<file path="src/rtl/key_overlay_scheduler_if.sv">
// Bundle between the sync generator / key pads and the overlay scheduler.
// The master side drives vsync and the raw keys; the slave side returns highlight state.
interface key_overlay_scheduler_if;
    logic        iVS;
    logic [6:0]  key_in;
    logic [6:0]  oKEY_MASK;
    logic [2:0]  oACTIVE_KEY;
    logic        oFRAME_TICK;
    logic [15:0] oFRAME_CNT;

    modport master (
        output iVS,
        output key_in,
        input  oKEY_MASK,
        input  oACTIVE_KEY,
        input  oFRAME_TICK,
        input  oFRAME_CNT
    );

    modport slave (
        input  iVS,
        input  key_in,
        output oKEY_MASK,
        output oACTIVE_KEY,
        output oFRAME_TICK,
        output oFRAME_CNT
    );
endinterface

</file>
<file path="src/rtl/key_overlay_scheduler.sv">
// Frame-synchronous key highlight scheduler: per-key hold/decay FSMs advanced once per vsync,
// so the overlay mask only ever changes at frame boundaries.
module key_overlay_scheduler #(
    parameter int unsigned HOLD_FRAMES = 4
) (
    input logic                    iVGA_CLK,
    input logic                    iRST_n,
    key_overlay_scheduler_if.slave ovl
);

    typedef enum logic [1:0] {
        StIdle  = 2'd0,
        StLit   = 2'd1,
        StDecay = 2'd2
    } key_state_e;

    localparam logic [3:0] DecayInit = (HOLD_FRAMES >= 2) ? 4'(HOLD_FRAMES - 2) : 4'd0;

    logic [6:0]  key_meta;
    logic [6:0]  key_s;
    logic [6:0]  pending;
    logic [6:0]  pending_d;
    logic [6:0]  sample;
    logic        vs_prev;
    logic        tick;
    key_state_e  state_q [7];
    key_state_e  state_d [7];
    logic [3:0]  cnt_q [7];
    logic [3:0]  cnt_d [7];
    logic [6:0]  mask_q;
    logic [6:0]  mask_d;
    logic [2:0]  active_q;
    logic [2:0]  active_d;
    logic        frame_tick_q;
    logic [15:0] frame_cnt_q;

    // Lowest set bit wins (C first); 7 means nothing lit.
    function automatic logic [2:0] lowest_set(input logic [6:0] m);
        logic [2:0] idx;
        idx = 3'd7;
        for (int i = 6; i >= 0; i--) begin
            if (m[i]) idx = 3'(i);
        end
        return idx;
    endfunction

    assign tick = vs_prev & ~ovl.iVS;

    always_comb begin
        sample    = pending | key_s;
        // A key still held at the tick carries into the next frame.
        pending_d = tick ? key_s : (pending | key_s);
        state_d   = state_q;
        cnt_d     = cnt_q;
        mask_d    = '0;
        for (int i = 0; i < 7; i++) begin
            if (tick) begin
                case (state_q[i])
                    StIdle: begin
                        if (sample[i]) state_d[i] = StLit;
                    end
                    StLit: begin
                        if (!sample[i]) begin
                            if (HOLD_FRAMES <= 1) begin
                                state_d[i] = StIdle;
                            end else begin
                                state_d[i] = StDecay;
                                cnt_d[i]   = DecayInit;
                            end
                        end
                    end
                    StDecay: begin
                        if (sample[i]) begin
                            state_d[i] = StLit;
                        end else if (cnt_q[i] == 4'd0) begin
                            state_d[i] = StIdle;
                        end else begin
                            cnt_d[i] = cnt_q[i] - 4'd1;
                        end
                    end
                    default: state_d[i] = StIdle;
                endcase
            end
            mask_d[i] = (state_d[i] != StIdle);
        end
        active_d = lowest_set(mask_d);
    end

    always_ff @(posedge iVGA_CLK or negedge iRST_n) begin
        if (!iRST_n) begin
            key_meta     <= '0;
            key_s        <= '0;
            pending      <= '0;
            vs_prev      <= 1'b0;
            mask_q       <= '0;
            active_q     <= 3'd7;
            frame_tick_q <= 1'b0;
            frame_cnt_q  <= '0;
            for (int i = 0; i < 7; i++) begin
                state_q[i] <= StIdle;
                cnt_q[i]   <= '0;
            end
        end else begin
            key_meta     <= ovl.key_in;
            key_s        <= key_meta;
            pending      <= pending_d;
            vs_prev      <= ovl.iVS;
            mask_q       <= mask_d;
            active_q     <= active_d;
            frame_tick_q <= tick;
            if (tick) frame_cnt_q <= frame_cnt_q + 16'd1;
            for (int i = 0; i < 7; i++) begin
                state_q[i] <= state_d[i];
                cnt_q[i]   <= cnt_d[i];
            end
        end
    end

    assign ovl.oKEY_MASK   = mask_q;
    assign ovl.oACTIVE_KEY = active_q;
    assign ovl.oFRAME_TICK = frame_tick_q;
    assign ovl.oFRAME_CNT  = frame_cnt_q;

endmodule

</file>
<file path="src/flat_wrapper.sv">
// flat-port wrapper written by rule: the top's interface ports become plain ports
module key_overlay_scheduler_flat 
#(
    parameter int unsigned HOLD_FRAMES = 4
)
  (iVGA_CLK, iRST_n, ovl_iVS, ovl_key_in, ovl_oKEY_MASK, ovl_oACTIVE_KEY, ovl_oFRAME_TICK, ovl_oFRAME_CNT);
  key_overlay_scheduler_if ovl_i ();
  input logic iVGA_CLK;
  input logic iRST_n;
  input wire logic [$bits(ovl_i.iVS)-1:0] ovl_iVS;
  input wire logic [$bits(ovl_i.key_in)-1:0] ovl_key_in;
  output wire logic [$bits(ovl_i.oKEY_MASK)-1:0] ovl_oKEY_MASK;
  output wire logic [$bits(ovl_i.oACTIVE_KEY)-1:0] ovl_oACTIVE_KEY;
  output wire logic [$bits(ovl_i.oFRAME_TICK)-1:0] ovl_oFRAME_TICK;
  output wire logic [$bits(ovl_i.oFRAME_CNT)-1:0] ovl_oFRAME_CNT;
  assign ovl_i.iVS = ovl_iVS;
  assign ovl_i.key_in = ovl_key_in;
  assign ovl_oKEY_MASK = ovl_i.oKEY_MASK;
  assign ovl_oACTIVE_KEY = ovl_i.oACTIVE_KEY;
  assign ovl_oFRAME_TICK = ovl_i.oFRAME_TICK;
  assign ovl_oFRAME_CNT = ovl_i.oFRAME_CNT;
  key_overlay_scheduler #(.HOLD_FRAMES(HOLD_FRAMES)) u_core (.iVGA_CLK(iVGA_CLK), .iRST_n(iRST_n), .ovl(ovl_i));
endmodule
</file>
<file path="config.mk">
export PLATFORM = sky130hd
export DESIGN_NAME = key_overlay_scheduler_flat
export DESIGN_NICKNAME = d
export VERILOG_FILES = /design/src/rtl/key_overlay_scheduler_if.sv /design/src/rtl/key_overlay_scheduler.sv /design/src/flat_wrapper.sv
export SDC_FILE = /design/constraint.sdc
export NUM_CORES = 1
export LEC_CHECK = 0
export CORE_MARGIN = 1
export CORE_UTILIZATION = 45
export DETAILED_ROUTE_END_ITERATION = 8
export DONT_BUFFER_PORTS = 1
export SLEW_MARGIN = 20
export SYNTH_ARGS = -nofsm -noshare
export SYNTH_HDL_FRONTEND = slang
export SYNTH_SLANG_ARGS = --single-unit
export TNS_END_PERCENT = 10
</file>
<file path="constraint.sdc">
create_clock -name iVGA_CLK -period 3.7 [get_ports iVGA_CLK]
set_clock_uncertainty 0.2 [all_clocks]
set_input_delay 0.74 -clock iVGA_CLK [delete_from_list [all_inputs] [get_ports iVGA_CLK]]
set_output_delay 0.74 -clock iVGA_CLK [all_outputs]
set_load 0.02 [all_outputs]
</file>
==> out/results.ini <==
[logic_synthesis]
synth_edf_count = 0
synth_top_flop_cell = dfrtp_1
yosys-top-cells-area = dfrtp_1 (53%), ha_1 (4.2%), o21ai_0 (4.0%), nor2_1 (2.8%), xnor2_1 (2.7%)
yosysSeqAreaShare_pct = 54.70
ys_top_cells_by_count = dfrtp_1 (88), o21ai_0 (33), nor2_1 (31), nand2_1 (28), inv_1 (27)
netlist_instances = 382
yosys.area.top_type = dfrtp_1
yosysMostFrequentCell = dfrtp_1
netlist.area_leader.share_pct = 52.81
ys_warn_count = 0
synth_area_um2 = 4170
synth_nets = 406
ys_types = 51
async_flop_share_pct = 100.0
ys_ff_latch = 91
avgSynthCellArea_um2 = 10.92

[clock_network]
cts_setup_buffers = 0
clk_latency_ps = 350
cts_root_buffer = clkbuf_8
htree_levels = 3
clkSinkCount = 91
cts_tree = yes
cts_hold_buf = 1
clk_pin_slew_ps = 70
numCtsBuffers = 9
post_cts_resize_count = 0
clk_path_buf_depth = 2

[routing]
drt-total-wl_mm = 7.184
drt-wirelength-per-cell_um = 14.34
route.detailed.drc = 4
vias = 2653
ant_nets = 0
drt_iter0_drc = 81
viasPerCell = 5.295
first_pass_iters = 6

[sta]
grt_setup_unrepaired = no
fin_setup_tns_ps = 0
finalCritPeriodShare_pct = 56.47
clock.fmax_mhz = 478.6
hold_viol = 0
tightest_slew_ps = 453.1
relSlewSlack_pct = 69.77
slew_violations = 0
setup_viol = 0
period_minus_slack_ps = 2089

[global_routing]
grtUsageMet1_pct = 20.86
grt_pass1_wl_mm = 12.32
groute.usage.overall_pct = 16.19
grt_max_degree = 89
grtUsageMet3_pct = 5.225
grt_pass1_vias = 2559
grt_use_met2_pct = 25.89
top_usage_layer = met2
antenna_found_initial = 0
grt_overflow = 0

[final_layout]
layout.nets = 412
multi_input_area_um2 = 1710
regArea_um2 = 2281
area_growth_pct = 8.371
post-route-util_pct = 51.07
instances_no_fill = 501
diodes = 0
fillers = 787
drive_above_1_share_pct = 9.160

[placement]
dp_hpwl_mm = 4.773
place_inst = 483
place_congestion = 0.7830
portBuffers = 0

[min_path]
min_path_type = input pin to async pin

[critical_path]
critPathLaunchType = input pin
critPathCaptureType = flip-flop
crit_fanout = 36
arrival_ps = 2150
cp.required_ps = 3760
reg2reg_slack_ps = 1630
path_class = input pin to flip-flop

[power]
clkPwrFrac_pct = 32.2
combPwrFrac_pct = 14.1
swShare_pct = 28.95
internal_power_uw = 1699
p_leak_uw = 0.002045
finalPower_uw = 2391
switchingPower_uw = 692.1
ir_drop_uv = 226.3
pwr-share-seq_pct = 53.8
powerDensity_nw_per_um2 = 529.0

[die]
design.die.area_um2 = 9656
pin_count = 37
initial_core_util_pct = 47.13
die_h_um = 98.27
core_area_um2 = 8848
dieWidth_um = 98.27
num_rows = 34

[run_status]
violations = design-rule violations
outcome = finished with violations

[run]
cap_viol_max_count = 0

==> layer usage <==
| metal | part of all wire (%) | wire length [µm] | vias to the layer above |
|---|---|---|---|
| met4 | 1.2 | 84 | 0 |
| met1 | 47 | 3362 | 1270 |
| met3 | 4.6 | 334 | 10 |
| met2 | 47 | 3402 | 52 |
| met5 | 0 | 0 | - |
| li1 | - | - | 1321 |
==> flip-flops by register name (all words and copies together) (netlist names) <==
signal,flops
u_core.ovl.oFRAME_TICK,1
u_core.cnt_q,28
u_core.vs_prev,1
u_core.key_meta,7
u_core.ovl.oKEY_MASK,7
u_core.state_q,14
u_core.ovl.oACTIVE_KEY,3
u_core.pending,7
u_core.ovl.oFRAME_CNT,16
u_core.key_s,7
==> through the flow <==
stage	setup WS [ps]	area (µm²)	hold WS, ps
after floorplan	1653	4170	131.2
after global placement	1341	4244	131.3
after detailed placement	1259	4244	135.6
after CTS	1620	4509	2.996
after global routing	1475	4519	2.484
final	1611	4519	30.76
==> power groups by stage <==
stage,clock (µW),sequential [µW],combinational (µW)
after floorplan,0,1270,269
after global placement,0,1310,303
after global routing,830,1300,394
after detailed placement,0,1310,316
after CTS,800,1290,342
final,769,1290,337
==> cells in the final DEF, fill, tap and decap left out, types with 12 or more instances in the layout <==
cell type,netlist,final
dfrtp_1,88,88
o21ai_0,33,33
nor2_1,31,31
nand2_1,28,28
inv_1,27,27
nand2b_1,16,16
ha_1,14,14
a21oi_1,13,13
xnor2_1,13,13
clkbuf_8,0,12
==> logic make-up (layout without fill, tap and decap cells) <==
logic type	after synthesis	after routing	synth area share (%)
fa+ha+maj	14	14	4.200
compound gates	90	90	15.12
flops	91	91	54.70
simple gates	128	128	16.50
mux	5	5	1.200
xor+xnor	19	19	3.990
buf+inv	35	46	4.290
==> final cells by class <==
type | count | share of cell area [%]
Multi-Input combinational cell | 256 | 37.85
Sequential cell | 91 | 50.47
Clock inverter | 3 | 1.523
Tap cell | 108 | 2.990
Clock buffer | 13 | 3.738
Inverter | 28 | 2.602
Timing Repair Buffer | 2 | 0.8306
==> worst max-delay path, cell delays in order <==
cell and delay (ps):
nand2b_4 330, inv_12 250, mux2i_1 110, o32ai_2 330
o21ai_1 130, a221oi_2 240
==> worst paths after layout <==
path | startpoint | end | cells after the start
max in group asynchronous | iRST_n | u_core.ovl.oACTIVE_KEY[1]$_DFF_PN1_ | 1
min in group iVGA_CLK | u_core.key_meta[4]$_DFF_PN0_ | u_core.key_s[4]$_DFF_PN0_ | 0
worst min-delay path | iRST_n | u_core.ovl.oACTIVE_KEY[0]$_DFF_PN1_ | 0
worst max register to register | u_core.vs_prev$_DFF_PN0_ | u_core.ovl.oACTIVE_KEY[0]$_DFF_PN1_ | 6
worst min register to register | u_core.key_meta[4]$_DFF_PN0_ | u_core.key_s[4]$_DFF_PN0_ | 0
worst max-delay path | ovl_iVS | u_core.ovl.oACTIVE_KEY[0]$_DFF_PN1_ | 6
No activity file was read; power rests on OpenSTA's default activity.
